==> src/rtl/mem_port_arbiter_if.sv <==
// Bus bundle between the fetch/load-store units, the port arbiter and the unified memory.
// slave is the arbiter's view; master is the view of the surrounding units and memory.
interface mem_port_arbiter_if #(
    parameter int unsigned ADDR_W = 32,
    parameter int unsigned DATA_W = 32
);
    localparam int unsigned BE_W = DATA_W / 8;

    logic              if_req;
    logic [ADDR_W-1:0] if_addr;
    logic              if_gnt;
    logic              if_rvalid;
    logic [DATA_W-1:0] if_rdata;

    logic              dm_req;
    logic              dm_we;
    logic [ADDR_W-1:0] dm_addr;
    logic [DATA_W-1:0] dm_wdata;
    logic [BE_W-1:0]   dm_be;
    logic              dm_gnt;
    logic              dm_rvalid;
    logic [DATA_W-1:0] dm_rdata;

    logic              mem_req;
    logic              mem_we;
    logic [ADDR_W-1:0] mem_addr;
    logic [DATA_W-1:0] mem_wdata;
    logic [BE_W-1:0]   mem_be;
    logic              mem_ack;
    logic [DATA_W-1:0] mem_rdata;

    logic              busy;
    logic              bus_err;

    modport slave (
        input  if_req, if_addr,
        output if_gnt, if_rvalid, if_rdata,
        input  dm_req, dm_we, dm_addr, dm_wdata, dm_be,
        output dm_gnt, dm_rvalid, dm_rdata,
        output mem_req, mem_we, mem_addr, mem_wdata, mem_be,
        input  mem_ack, mem_rdata,
        output busy, bus_err
    );

    modport master (
        output if_req, if_addr,
        input  if_gnt, if_rvalid, if_rdata,
        output dm_req, dm_we, dm_addr, dm_wdata, dm_be,
        input  dm_gnt, dm_rvalid, dm_rdata,
        input  mem_req, mem_we, mem_addr, mem_wdata, mem_be,
        output mem_ack, mem_rdata,
        input  busy, bus_err
    );
endinterface

==> src/rtl/mem_port_arbiter.sv <==
// Shares one single-port memory between instruction fetch and the load/store path,
// one outstanding transaction at a time. Define ARB_TIMEOUT_EN to abort unacknowledged requests.
module mem_port_arbiter #(
    parameter int unsigned ADDR_W     = 32,
    parameter int unsigned DATA_W     = 32,
    parameter int unsigned STARVE_MAX = 4,
    parameter int unsigned TIMEOUT    = 8
) (
    input  logic                clk,
    input  logic                rst_n,
    mem_port_arbiter_if.slave   bus
);
    localparam int unsigned BE_W = DATA_W / 8;
    localparam int unsigned SC_W = 4;

    typedef enum logic [1:0] {
        IDLE    = 2'd0,
        IF_WAIT = 2'd1,
        DM_WAIT = 2'd2,
        RESP    = 2'd3
    } state_t;

    if (STARVE_MAX < 1 || STARVE_MAX > 15) begin : g_bad_starve_max
        $error("mem_port_arbiter: STARVE_MAX must be 1..15");
    end
    if (TIMEOUT < 1) begin : g_bad_timeout
        $error("mem_port_arbiter: TIMEOUT must be at least 1");
    end

    state_t            r_state;
    state_t            w_state_nxt;
    logic [SC_W-1:0]   r_starve_cnt;
    logic              w_starved;
    logic              w_gnt_if;
    logic              w_gnt_dm;
    logic              w_done;

    logic              r_mem_req;
    logic              r_mem_we;
    logic [ADDR_W-1:0] r_mem_addr;
    logic [DATA_W-1:0] r_mem_wdata;
    logic [BE_W-1:0]   r_mem_be;
    logic              r_if_rvalid;
    logic [DATA_W-1:0] r_if_rdata;
    logic              r_dm_rvalid;
    logic [DATA_W-1:0] r_dm_rdata;

`ifdef ARB_TIMEOUT_EN
    localparam int unsigned TO_W = $clog2(TIMEOUT + 1);
    logic [TO_W-1:0]   r_to_cnt;
    logic              w_to_expired;
    logic              w_abort;
    logic              r_bus_err;

    assign w_to_expired = (r_to_cnt == TO_W'(TIMEOUT - 1));
`endif

    assign w_starved = (r_starve_cnt == SC_W'(STARVE_MAX));

    // State register
    always_ff @(posedge clk or negedge rst_n) begin
        if (!rst_n) begin
            r_state <= IDLE;
        end else begin
            r_state <= w_state_nxt;
        end
    end

    // Arbitration and transaction sequencing; DM wins contests unless IF has been starved
    always_comb begin
        w_state_nxt = r_state;
        w_gnt_if    = 1'b0;
        w_gnt_dm    = 1'b0;
        w_done      = 1'b0;
`ifdef ARB_TIMEOUT_EN
        w_abort     = 1'b0;
`endif
        case (r_state)
            IDLE: begin
                if (bus.dm_req && !(bus.if_req && w_starved)) begin
                    w_gnt_dm    = 1'b1;
                    w_state_nxt = DM_WAIT;
                end else if (bus.if_req) begin
                    w_gnt_if    = 1'b1;
                    w_state_nxt = IF_WAIT;
                end
            end
            IF_WAIT, DM_WAIT: begin
                if (bus.mem_ack) begin
                    w_done      = 1'b1;
                    w_state_nxt = RESP;
                end
`ifdef ARB_TIMEOUT_EN
                else if (w_to_expired) begin
                    w_abort     = 1'b1;
                    w_state_nxt = RESP;
                end
`endif
            end
            RESP: begin
                w_state_nxt = IDLE;
            end
            default: begin
                w_state_nxt = IDLE;
            end
        endcase
    end

    // Contested DM wins count toward forcing IF through; any IF grant clears
    always_ff @(posedge clk or negedge rst_n) begin
        if (!rst_n) begin
            r_starve_cnt <= '0;
        end else if (w_gnt_if) begin
            r_starve_cnt <= '0;
        end else if (w_gnt_dm && bus.if_req && !w_starved) begin
            r_starve_cnt <= r_starve_cnt + SC_W'(1);
        end
    end

    // Memory command latch and response return to the owner
    always_ff @(posedge clk or negedge rst_n) begin
        if (!rst_n) begin
            r_mem_req   <= 1'b0;
            r_mem_we    <= 1'b0;
            r_mem_addr  <= '0;
            r_mem_wdata <= '0;
            r_mem_be    <= '0;
            r_if_rvalid <= 1'b0;
            r_if_rdata  <= '0;
            r_dm_rvalid <= 1'b0;
            r_dm_rdata  <= '0;
        end else begin
            r_if_rvalid <= 1'b0;
            r_dm_rvalid <= 1'b0;
            if (w_gnt_if) begin
                r_mem_req  <= 1'b1;
                r_mem_we   <= 1'b0;
                r_mem_addr <= bus.if_addr;
                r_mem_be   <= '1;
            end else if (w_gnt_dm) begin
                r_mem_req   <= 1'b1;
                r_mem_we    <= bus.dm_we;
                r_mem_addr  <= bus.dm_addr;
                r_mem_wdata <= bus.dm_wdata;
                r_mem_be    <= bus.dm_be;
            end
            if (w_done) begin
                r_mem_req <= 1'b0;
                if (r_state == IF_WAIT) begin
                    r_if_rvalid <= 1'b1;
                    r_if_rdata  <= bus.mem_rdata;
                end else begin
                    r_dm_rvalid <= 1'b1;
                    if (!r_mem_we) begin
                        r_dm_rdata <= bus.mem_rdata;
                    end
                end
            end
`ifdef ARB_TIMEOUT_EN
            if (w_abort) begin
                r_mem_req <= 1'b0;
                if (r_state == IF_WAIT) begin
                    r_if_rvalid <= 1'b1;
                    r_if_rdata  <= '0;
                end else begin
                    r_dm_rvalid <= 1'b1;
                    r_dm_rdata  <= '0;
                end
            end
`endif
        end
    end

`ifdef ARB_TIMEOUT_EN
    // Counts consecutive unacknowledged request cycles of the current transaction
    always_ff @(posedge clk or negedge rst_n) begin
        if (!rst_n) begin
            r_to_cnt  <= '0;
            r_bus_err <= 1'b0;
        end else begin
            r_bus_err <= w_abort;
            if ((r_state == IF_WAIT || r_state == DM_WAIT) && w_state_nxt == r_state) begin
                r_to_cnt <= r_to_cnt + TO_W'(1);
            end else begin
                r_to_cnt <= '0;
            end
        end
    end

    assign bus.bus_err = r_bus_err;
`else
    assign bus.bus_err = 1'b0;
`endif

    assign bus.if_gnt    = rst_n & w_gnt_if;
    assign bus.dm_gnt    = rst_n & w_gnt_dm;
    assign bus.if_rvalid = r_if_rvalid;
    assign bus.if_rdata  = r_if_rdata;
    assign bus.dm_rvalid = r_dm_rvalid;
    assign bus.dm_rdata  = r_dm_rdata;
    assign bus.mem_req   = r_mem_req;
    assign bus.mem_we    = r_mem_we;
    assign bus.mem_addr  = r_mem_addr;
    assign bus.mem_wdata = r_mem_wdata;
    assign bus.mem_be    = r_mem_be;
    assign bus.busy      = (r_state != IDLE);

endmodule

==> src/flat_wrapper.sv <==
// flat-port wrapper written by rule: the top's interface ports become plain ports
module mem_port_arbiter_flat 
#(
    parameter int unsigned ADDR_W     = 32,
    parameter int unsigned DATA_W     = 32,
    parameter int unsigned STARVE_MAX = 4,
    parameter int unsigned TIMEOUT    = 8
)
  (clk, rst_n, bus_if_req, bus_if_addr, bus_if_gnt, bus_if_rvalid, bus_if_rdata, bus_dm_req, bus_dm_we, bus_dm_addr, bus_dm_wdata, bus_dm_be, bus_dm_gnt, bus_dm_rvalid, bus_dm_rdata, bus_mem_req, bus_mem_we, bus_mem_addr, bus_mem_wdata, bus_mem_be, bus_mem_ack, bus_mem_rdata, bus_busy, bus_bus_err);
  mem_port_arbiter_if #(.ADDR_W(ADDR_W), .DATA_W(DATA_W)) bus_i ();
  input  logic clk;
  input  logic rst_n;
  input wire logic [$bits(bus_i.if_req)-1:0] bus_if_req;
  input wire logic [$bits(bus_i.if_addr)-1:0] bus_if_addr;
  output wire logic [$bits(bus_i.if_gnt)-1:0] bus_if_gnt;
  output wire logic [$bits(bus_i.if_rvalid)-1:0] bus_if_rvalid;
  output wire logic [$bits(bus_i.if_rdata)-1:0] bus_if_rdata;
  input wire logic [$bits(bus_i.dm_req)-1:0] bus_dm_req;
  input wire logic [$bits(bus_i.dm_we)-1:0] bus_dm_we;
  input wire logic [$bits(bus_i.dm_addr)-1:0] bus_dm_addr;
  input wire logic [$bits(bus_i.dm_wdata)-1:0] bus_dm_wdata;
  input wire logic [$bits(bus_i.dm_be)-1:0] bus_dm_be;
  output wire logic [$bits(bus_i.dm_gnt)-1:0] bus_dm_gnt;
  output wire logic [$bits(bus_i.dm_rvalid)-1:0] bus_dm_rvalid;
  output wire logic [$bits(bus_i.dm_rdata)-1:0] bus_dm_rdata;
  output wire logic [$bits(bus_i.mem_req)-1:0] bus_mem_req;
  output wire logic [$bits(bus_i.mem_we)-1:0] bus_mem_we;
  output wire logic [$bits(bus_i.mem_addr)-1:0] bus_mem_addr;
  output wire logic [$bits(bus_i.mem_wdata)-1:0] bus_mem_wdata;
  output wire logic [$bits(bus_i.mem_be)-1:0] bus_mem_be;
  input wire logic [$bits(bus_i.mem_ack)-1:0] bus_mem_ack;
  input wire logic [$bits(bus_i.mem_rdata)-1:0] bus_mem_rdata;
  output wire logic [$bits(bus_i.busy)-1:0] bus_busy;
  output wire logic [$bits(bus_i.bus_err)-1:0] bus_bus_err;
  assign bus_i.if_req = bus_if_req;
  assign bus_i.if_addr = bus_if_addr;
  assign bus_if_gnt = bus_i.if_gnt;
  assign bus_if_rvalid = bus_i.if_rvalid;
  assign bus_if_rdata = bus_i.if_rdata;
  assign bus_i.dm_req = bus_dm_req;
  assign bus_i.dm_we = bus_dm_we;
  assign bus_i.dm_addr = bus_dm_addr;
  assign bus_i.dm_wdata = bus_dm_wdata;
  assign bus_i.dm_be = bus_dm_be;
  assign bus_dm_gnt = bus_i.dm_gnt;
  assign bus_dm_rvalid = bus_i.dm_rvalid;
  assign bus_dm_rdata = bus_i.dm_rdata;
  assign bus_mem_req = bus_i.mem_req;
  assign bus_mem_we = bus_i.mem_we;
  assign bus_mem_addr = bus_i.mem_addr;
  assign bus_mem_wdata = bus_i.mem_wdata;
  assign bus_mem_be = bus_i.mem_be;
  assign bus_i.mem_ack = bus_mem_ack;
  assign bus_i.mem_rdata = bus_mem_rdata;
  assign bus_busy = bus_i.busy;
  assign bus_bus_err = bus_i.bus_err;
  mem_port_arbiter #(.ADDR_W(ADDR_W), .DATA_W(DATA_W), .STARVE_MAX(STARVE_MAX), .TIMEOUT(TIMEOUT)) u_core (.clk(clk), .rst_n(rst_n), .bus(bus_i));
endmodule
==> config.mk <==
export PLATFORM = sky130hd
export DESIGN_NAME = mem_port_arbiter_flat
export DESIGN_NICKNAME = d
export VERILOG_FILES = /design/src/rtl/mem_port_arbiter_if.sv /design/src/rtl/mem_port_arbiter.sv /design/src/flat_wrapper.sv
export SDC_FILE = /design/constraint.sdc
export NUM_CORES = 1
export LEC_CHECK = 0
export CORE_MARGIN = 2
export CORE_UTILIZATION = 44
export DETAILED_ROUTE_END_ITERATION = 10
export PLACE_DENSITY = 0.95
export SLEW_MARGIN = 20
export SYNTH_ARGS = -nofsm -noshare
export SYNTH_HDL_FRONTEND = slang
export SYNTH_SLANG_ARGS = --single-unit
==> constraint.sdc <==
create_clock -name clk -period 4.8 [get_ports clk]
set_input_delay 0.48 -clock clk [delete_from_list [all_inputs] [get_ports clk]]
set_output_delay 0.48 -clock clk [all_outputs]
set_load 0.02 [all_outputs]
==> flow_summary.json, run 1 <==
{
  "finClkSkew_ns": 0.00782,
  "finalInstanceArea_sq_mm": 0.00921,
  "placed_area_sq_mm": 0.00861,
  "dp_hpwl_um": 12100,
  "cts_buffer_depth": 2,
  "start_kind": "primary input",
  "fillers": 792,
  "drv_cap": 0,
  "grt.met2_usage": 0.407,
  "swShare": 0.356,
  "drive_gt1_frac": 0.199,
  "grt_overflow": 0,
  "maxSlewHeadroom": 0.380,
  "status": "finished clean",
  "yosys_warnings": 0,
  "final_hold_viol_count": 0,
  "multi_input_area_sq_mm": 0.00201,
  "slew_violations": 0,
  "syn_area_per_cell_sq_um": 14.7,
  "cts_resized": 0,
  "max_freq_ghz": 0.305,
  "worst_slack_ns": 1.52,
  "worst_setup_path_end_kind": "output pin",
  "ys_async_sr_fraction": 1.00,
  "critical_path.max_fanout": 34,
  "min_period_ns": 3.28,
  "rsz0062_at_grt": "no",
  "ctsRootBufferMaster": "clkbuf_16",
  "final-seq-area_sq_mm": 0.00355,
  "layout_common_cells": "clkdlybuf4s50_1 (275), dfrtp_1 (142), mux2_2 (96)",
  "power_mw": 6.82,
  "seqPwrFrac": 0.316,
  "setup-tns-final_ns": 0,
  "p_leak_nw": 3.86,
  "std_cell_rows": 41,
  "finalSetupViolations": 0,
  "track_usage": 0.242,
  "clockPowerShare": 0.192,
  "ys_seq_elements": 142,
  "die_y_um": 118,
  "drt-pass1-iter-count": 5,
  "fin_util": 0.730,
  "synthTopCellsByArea": "dfrtp_1 (62%), mux2_2 (19%), a221o_1 (5.6%)",
  "final_common_cell": "clkdlybuf4s50_1",
  "grt_first_pass_wirelength_um": 26100,
  "use_met1": 0.286,
  "drt_iter0_markers": 291,
  "syn_inst": 389,
  "dp.cells": 820,
  "grt_pass1_vias": 4827,
  "stdcell_count": 852,
  "ctsHoldBuffers": 0,
  "clk_latency_ns": 0.41,
  "power_density_mw_per_mm2": 741,
  "worst_pin_slew_ns": 0.930,
  "dr_total_vias": 4448,
  "ys_types": 35,
  "path_clk_slew_ns": 0.06,
  "ant_nets": 0,
  "hold_ws_ns": 0.0407,
  "via_per_inst": 5.22,
  "synth_edf_count": 0,
  "portBuffers": 276,
  "p_int_mw": 4.40,
  "pwr-share-comb": 0.492,
  "dieArea_sq_mm": 0.0139,
  "io_pins": 278,
  "htree_levels": 4,
  "ys.flop_type": "dfrtp_1",
  "top_usage_layer": "met2",
  "synth.yosys.seq_area_share": 0.623,
  "gp_congestion": 0.833,
  "cts_buffers": 17,
  "hp-class": "primary input to asynchronous set/reset pin",
  "die_w_um": 118,
  "cts.sinks": 142,
  "tritoncts": "done",
  "cts_setup_buffers": 0,
  "peakVddDrop_v": 0.000373,
  "start_util": 0.452,
  "coreArea_sq_mm": 0.0126,
  "antenna_found_initial": 1,
  "timing.final.crit_share": 0.683,
  "switching_power_mw": 2.43,
  "crit_type": "primary input to output pin",
  "syn-num-nets": 532,
  "post_drt_wl_per_cell_um": 19.5,
  "syn_to_final_growth_pct": 61.4,
  "netlist_area_sq_mm": 0.00570,
  "grtUsageMet3": 0.0770,
  "dp_slack_ns": 1.60,
  "post-route-drc-count": 0,
  "required_ns": 4.32,
  "cp.arrival_ns": 2.80,
  "layout.nets": 810,
  "yosys.area.top_type": "dfrtp_1",
  "wl_um": 16600,
  "grt_max_degree": 78,
  "synth_top_area_frac": 0.623
}
cells by family after synthesis:
| logic type | synth area share |
|---|---|
| AO/OA/AOI/OAI | 0.0774 |
| multiplexers | 0.195 |
| adder cells (fa/ha/maj) | 0.0110 |
| buffers and inverters | 0.0294 |
| flip-flops | 0.623 |
| AND/OR/NAND/NOR | 0.0636 |
| other | 0.000657 |
routing by layer:
metal	vias to the layer above	wire [um]
met5	-	0
met3	30	1400
li1	1967	-
met4	0	331
met2	262	8380
met1	2189	6530
cells in the mapped netlist, types with 4 or more instances:
master and number:
o21ai_0 7, buf_6 4, nand2_1 6, inv_1 9, and2_1 33, nand3_1 11
mux2_2 96, a221o_1 32, ha_1 5, dfrtp_1 142, buf_2 14
path summary, 6_finish.rpt:
kind                                    startpoint                       end  slack [ns]  cells after the start
setup / recovery                        bus_if_req                bus_if_gnt        1.52                      6
max in group asynchronous                    rst_n   u_core.bus.if_rdata[21]        3.37                      2
setup reg to reg                 u_core.r_state[1]   u_core.bus.mem_wdata[4]        2.35                      6
hold reg to reg            u_core.bus.if_rdata[12]   u_core.bus.if_rdata[12]        0.51                      1
min in group clk           u_core.bus.if_rdata[12]   u_core.bus.if_rdata[12]        0.51                      1
hold / removal                               rst_n  u_core.bus.mem_wdata[13]        0.04                      1
power by group through the flow:
stage | logic, mW | clock network [mW] | registers [mW]
floorplan | 1.08 | 0 | 2.80
global placement | 3.25 | 0 | 2.10
detailed placement | 3.36 | 0 | 2.16
CTS | 3.38 | 1.33 | 2.16
global route | 3.53 | 1.40 | 2.22
finish | 3.36 | 1.31 | 2.16
worst max-delay path: stages:
cell and delay, ns:
clkdlybuf4s50_1 0.69, nand2_1 0.27, a21oi_4 0.17, buf_4 0.39, and2_1 0.19, clkdlybuf4s50_1 0.60
layout make-up:
cell class                 instances  share of cell area
timing repair buffer             281               0.304
tap                              172              0.0234
sequential                       142               0.386
inverter                           9             0.00367
clock inverter                    10              0.0151
multi-input combinational        216               0.219
antenna                            1            0.000272
clock buffer                      21              0.0489
state kept, by name, indices dropped and copies added, names as in the netlist:
name                  cells
u_core.bus.if_rdata      32
u_core.bus.mem_we         1
u_core.bus.mem_wdata     32
u_core.bus.dm_rdata      32
u_core.bus.mem_req        1
u_core.r_state            2
u_core.bus.dm_rvalid      1
u_core.bus.mem_be         4
u_core.r_starve_cnt       4
u_core.bus.if_rvalid      1
u_core.bus.mem_addr      32
No activity file was read; power rests on OpenSTA's default activity.
==> inputs of run 2 (changes only) <==
--- a/config.mk
+++ b/config.mk
@@ -6,9 +6,9 @@
 export NUM_CORES = 1
 export LEC_CHECK = 0
 export CORE_MARGIN = 2
-export CORE_UTILIZATION = 44
+export CORE_UTILIZATION = 41
 export DETAILED_ROUTE_END_ITERATION = 10
-export PLACE_DENSITY = 0.95
+export PLACE_DENSITY = 0.91
 export SLEW_MARGIN = 20
 export SYNTH_ARGS = -nofsm -noshare
 export SYNTH_HDL_FRONTEND = slang
==> constraint.sdc (replaced) <==
create_clock -name clk -period 3.2 [get_ports clk]
set_input_delay 0.32 -clock clk [delete_from_list [all_inputs] [get_ports clk]]
set_output_delay 0.32 -clock clk [all_outputs]
set_load 0.02 [all_outputs]
==> run 2 against run 1 <==
Effect of this change:
- sequential share of layout area about the same
- non-clock buffer count grew 4
- cell count rose by 1.1%
- via count decreased by 1.1%
- sequential cell count unchanged
- die area increased by 7.1%
- count of clock-buffer cells in the layout is the same
- routed wire length fell by 4.3%
- clock skew decreased by 0.0020 ns
- first-iteration DRC count is 13% lower
- sequential power is 49% higher
- hold slack gained 0.35 ns
==> flow_summary.json, run 2 (synthesis results as in run 1) <==
{
  "finClkSkew_ns": 0.00586,
  "dr_total_vias": 4397,
  "fin_util": 0.670,
  "cts_buffers": 17,
  "cp.arrival_ns": 2.36,
  "worst_setup_path_end_kind": "output pin",
  "min_period_ns": 2.68,
  "start_util": 0.416,
  "required_ns": 2.88,
  "dieArea_sq_mm": 0.0149,
  "layout_common_cells": "clkdlybuf4s50_1 (275), dfrtp_1 (142), mux2_2 (96)",
  "status": "finished clean",
  "grt_first_pass_wirelength_um": 24400,
  "switching_power_mw": 3.56,
  "clk_latency_ns": 0.41,
  "path_clk_slew_ns": 0.06,
  "portBuffers": 276,
  "peakVddDrop_v": 0.000517,
  "p_leak_nw": 3.86,
  "seqPwrFrac": 0.319,
  "die_w_um": 122,
  "dp_slack_ns": 0.705,
  "ctsHoldBuffers": 1,
  "drt_iter0_markers": 253,
  "antenna_found_initial": 0,
  "ant_nets": 0,
  "r2r_start": "u_core.r_starve_cnt[0]",
  "die_y_um": 122,
  "drt-pass1-iter-count": 4,
  "start_kind": "flip-flop",
  "critPathBufInv": 2,
  "layout.nets": 814,
  "antenna-diode-count": 0,
  "maxSlewHeadroom": 0.565,
  "pwr-share-comb": 0.496,
  "hp-class": "primary input to asynchronous set/reset pin",
  "tritoncts": "done",
  "slowest_stage": "clkdlybuf4s50_1",
  "io_pins": 278,
  "setup-tns-final_ns": 0,
  "rsz0062_at_grt": "no",
  "final_common_cell": "clkdlybuf4s50_1",
  "drv_cap": 0,
  "worst_pin_slew_ns": 0.652,
  "gp_congestion": 0.820,
  "p_int_mw": 6.53,
  "drive_gt1_frac": 0.201,
  "cts_setup_buffers": 0,
  "post-route-drc-count": 0,
  "fillers": 976,
  "clockPowerShare": 0.185,
  "coreArea_sq_mm": 0.0137,
  "syn_to_final_growth_pct": 61.2,
  "slew_violations": 0,
  "final_hold_viol_count": 0,
  "power_density_mw_per_mm2": 1100,
  "grt_max_degree": 53,
  "std_cell_rows": 43,
  "grt_overflow": 0,
  "crit_type": "flip-flop to output pin",
  "track_usage": 0.215,
  "critPathLaunch": "u_core.r_state[1]",
  "finalSetupViolations": 0,
  "path_cells": "inv_1 -> ha_1 -> nand2_1 -> a21oi_2 -> and2_1 -> clkdlybuf4s50_1",
  "wl_um": 15900,
  "ctsRootBufferMaster": "clkbuf_16",
  "slowest_delay_ns": 0.65,
  "post_drt_wl_per_cell_um": 18.5,
  "cts.sinks": 142,
  "grt_pass1_vias": 4634,
  "critPathTopFamily": "buffers and inverters",
  "cts_buffer_depth": 2,
  "critical_path.max_fanout": 7,
  "swShare": 0.353,
  "worst_slack_ns": 0.525,
  "via_per_inst": 5.11,
  "dp_hpwl_um": 11700,
  "timing.final.crit_share": 0.836,
  "htree_levels": 4,
  "cts_resized": 0,
  "max_freq_ghz": 0.374
}
## run 2: worst register-to-register path: cells and delay by family, from the launching register on
family        cells  cell delay [ns]
fa+ha+maj         1             0.25
flops             1             0.42
simple gates      2             0.36
buf+inv           2             0.45
mux               1             0.41
## run 2: metrics by stage
step / hold WS (ns) / power, mW / instance area [sq um] / std cells
after CTS: 0.375 / 10.2 / 9200 / 861
after global routing: 0.414 / 10.6 / 9200 / 861
after floorplan: 0.0244 / 5.82 / 5700 / 389
after global placement: 0.247 / 8.04 / 8630 / 831
after detailed placement: 0.255 / 8.26 / 8630 / 831
final: 0.391 / 10.1 / 9200 / 861
## run 2: worst paths after layout
path / endpoint / slack [ns] / cells after the start
min in group clk: u_core.bus.if_rdata[20] / 0.50 / 1
max reg2reg: u_core.bus.mem_wdata[27] / 1.19 / 6
max: bus_if_gnt / 0.52 / 6
min reg2reg: u_core.bus.if_rdata[20] / 0.50 / 1
min: u_core.bus.mem_wdata[17] / 0.39 / 2
max in group asynchronous: u_core.bus.dm_rdata[8] / 1.82 / 3
## run 2: cell type report
type                    instances  area, sq um  share of cell area
inverters                       9         33.8             0.00367
multi-input cells             216         2000               0.217
well taps                     180          225              0.0245
flip-flops and latches        142         3550               0.386
repair buffers                285         2830               0.308
clock buffers                  21          460              0.0501
clock inverters                 8         92.6              0.0101
## run 2: per-layer routing
layer  part of all wire  global-route usage  vias to the layer above
met5                  0                   0                        -
met4              0.020              0.0912                        0
met3              0.072              0.0576                       24
met2               0.52               0.373                      198
met1               0.39               0.252                     2197
li1                   -                   -                     1978
## run 2: power groups by stage
stage	Clock [mW]	Combinational [mW]	Sequential, mW
after floorplan	0	1.62	4.20
after global placement	0	4.90	3.15
after detailed placement	0	5.03	3.23
after CTS	1.90	5.05	3.22
after global routing	1.99	5.29	3.31
final	1.87	5.00	3.21
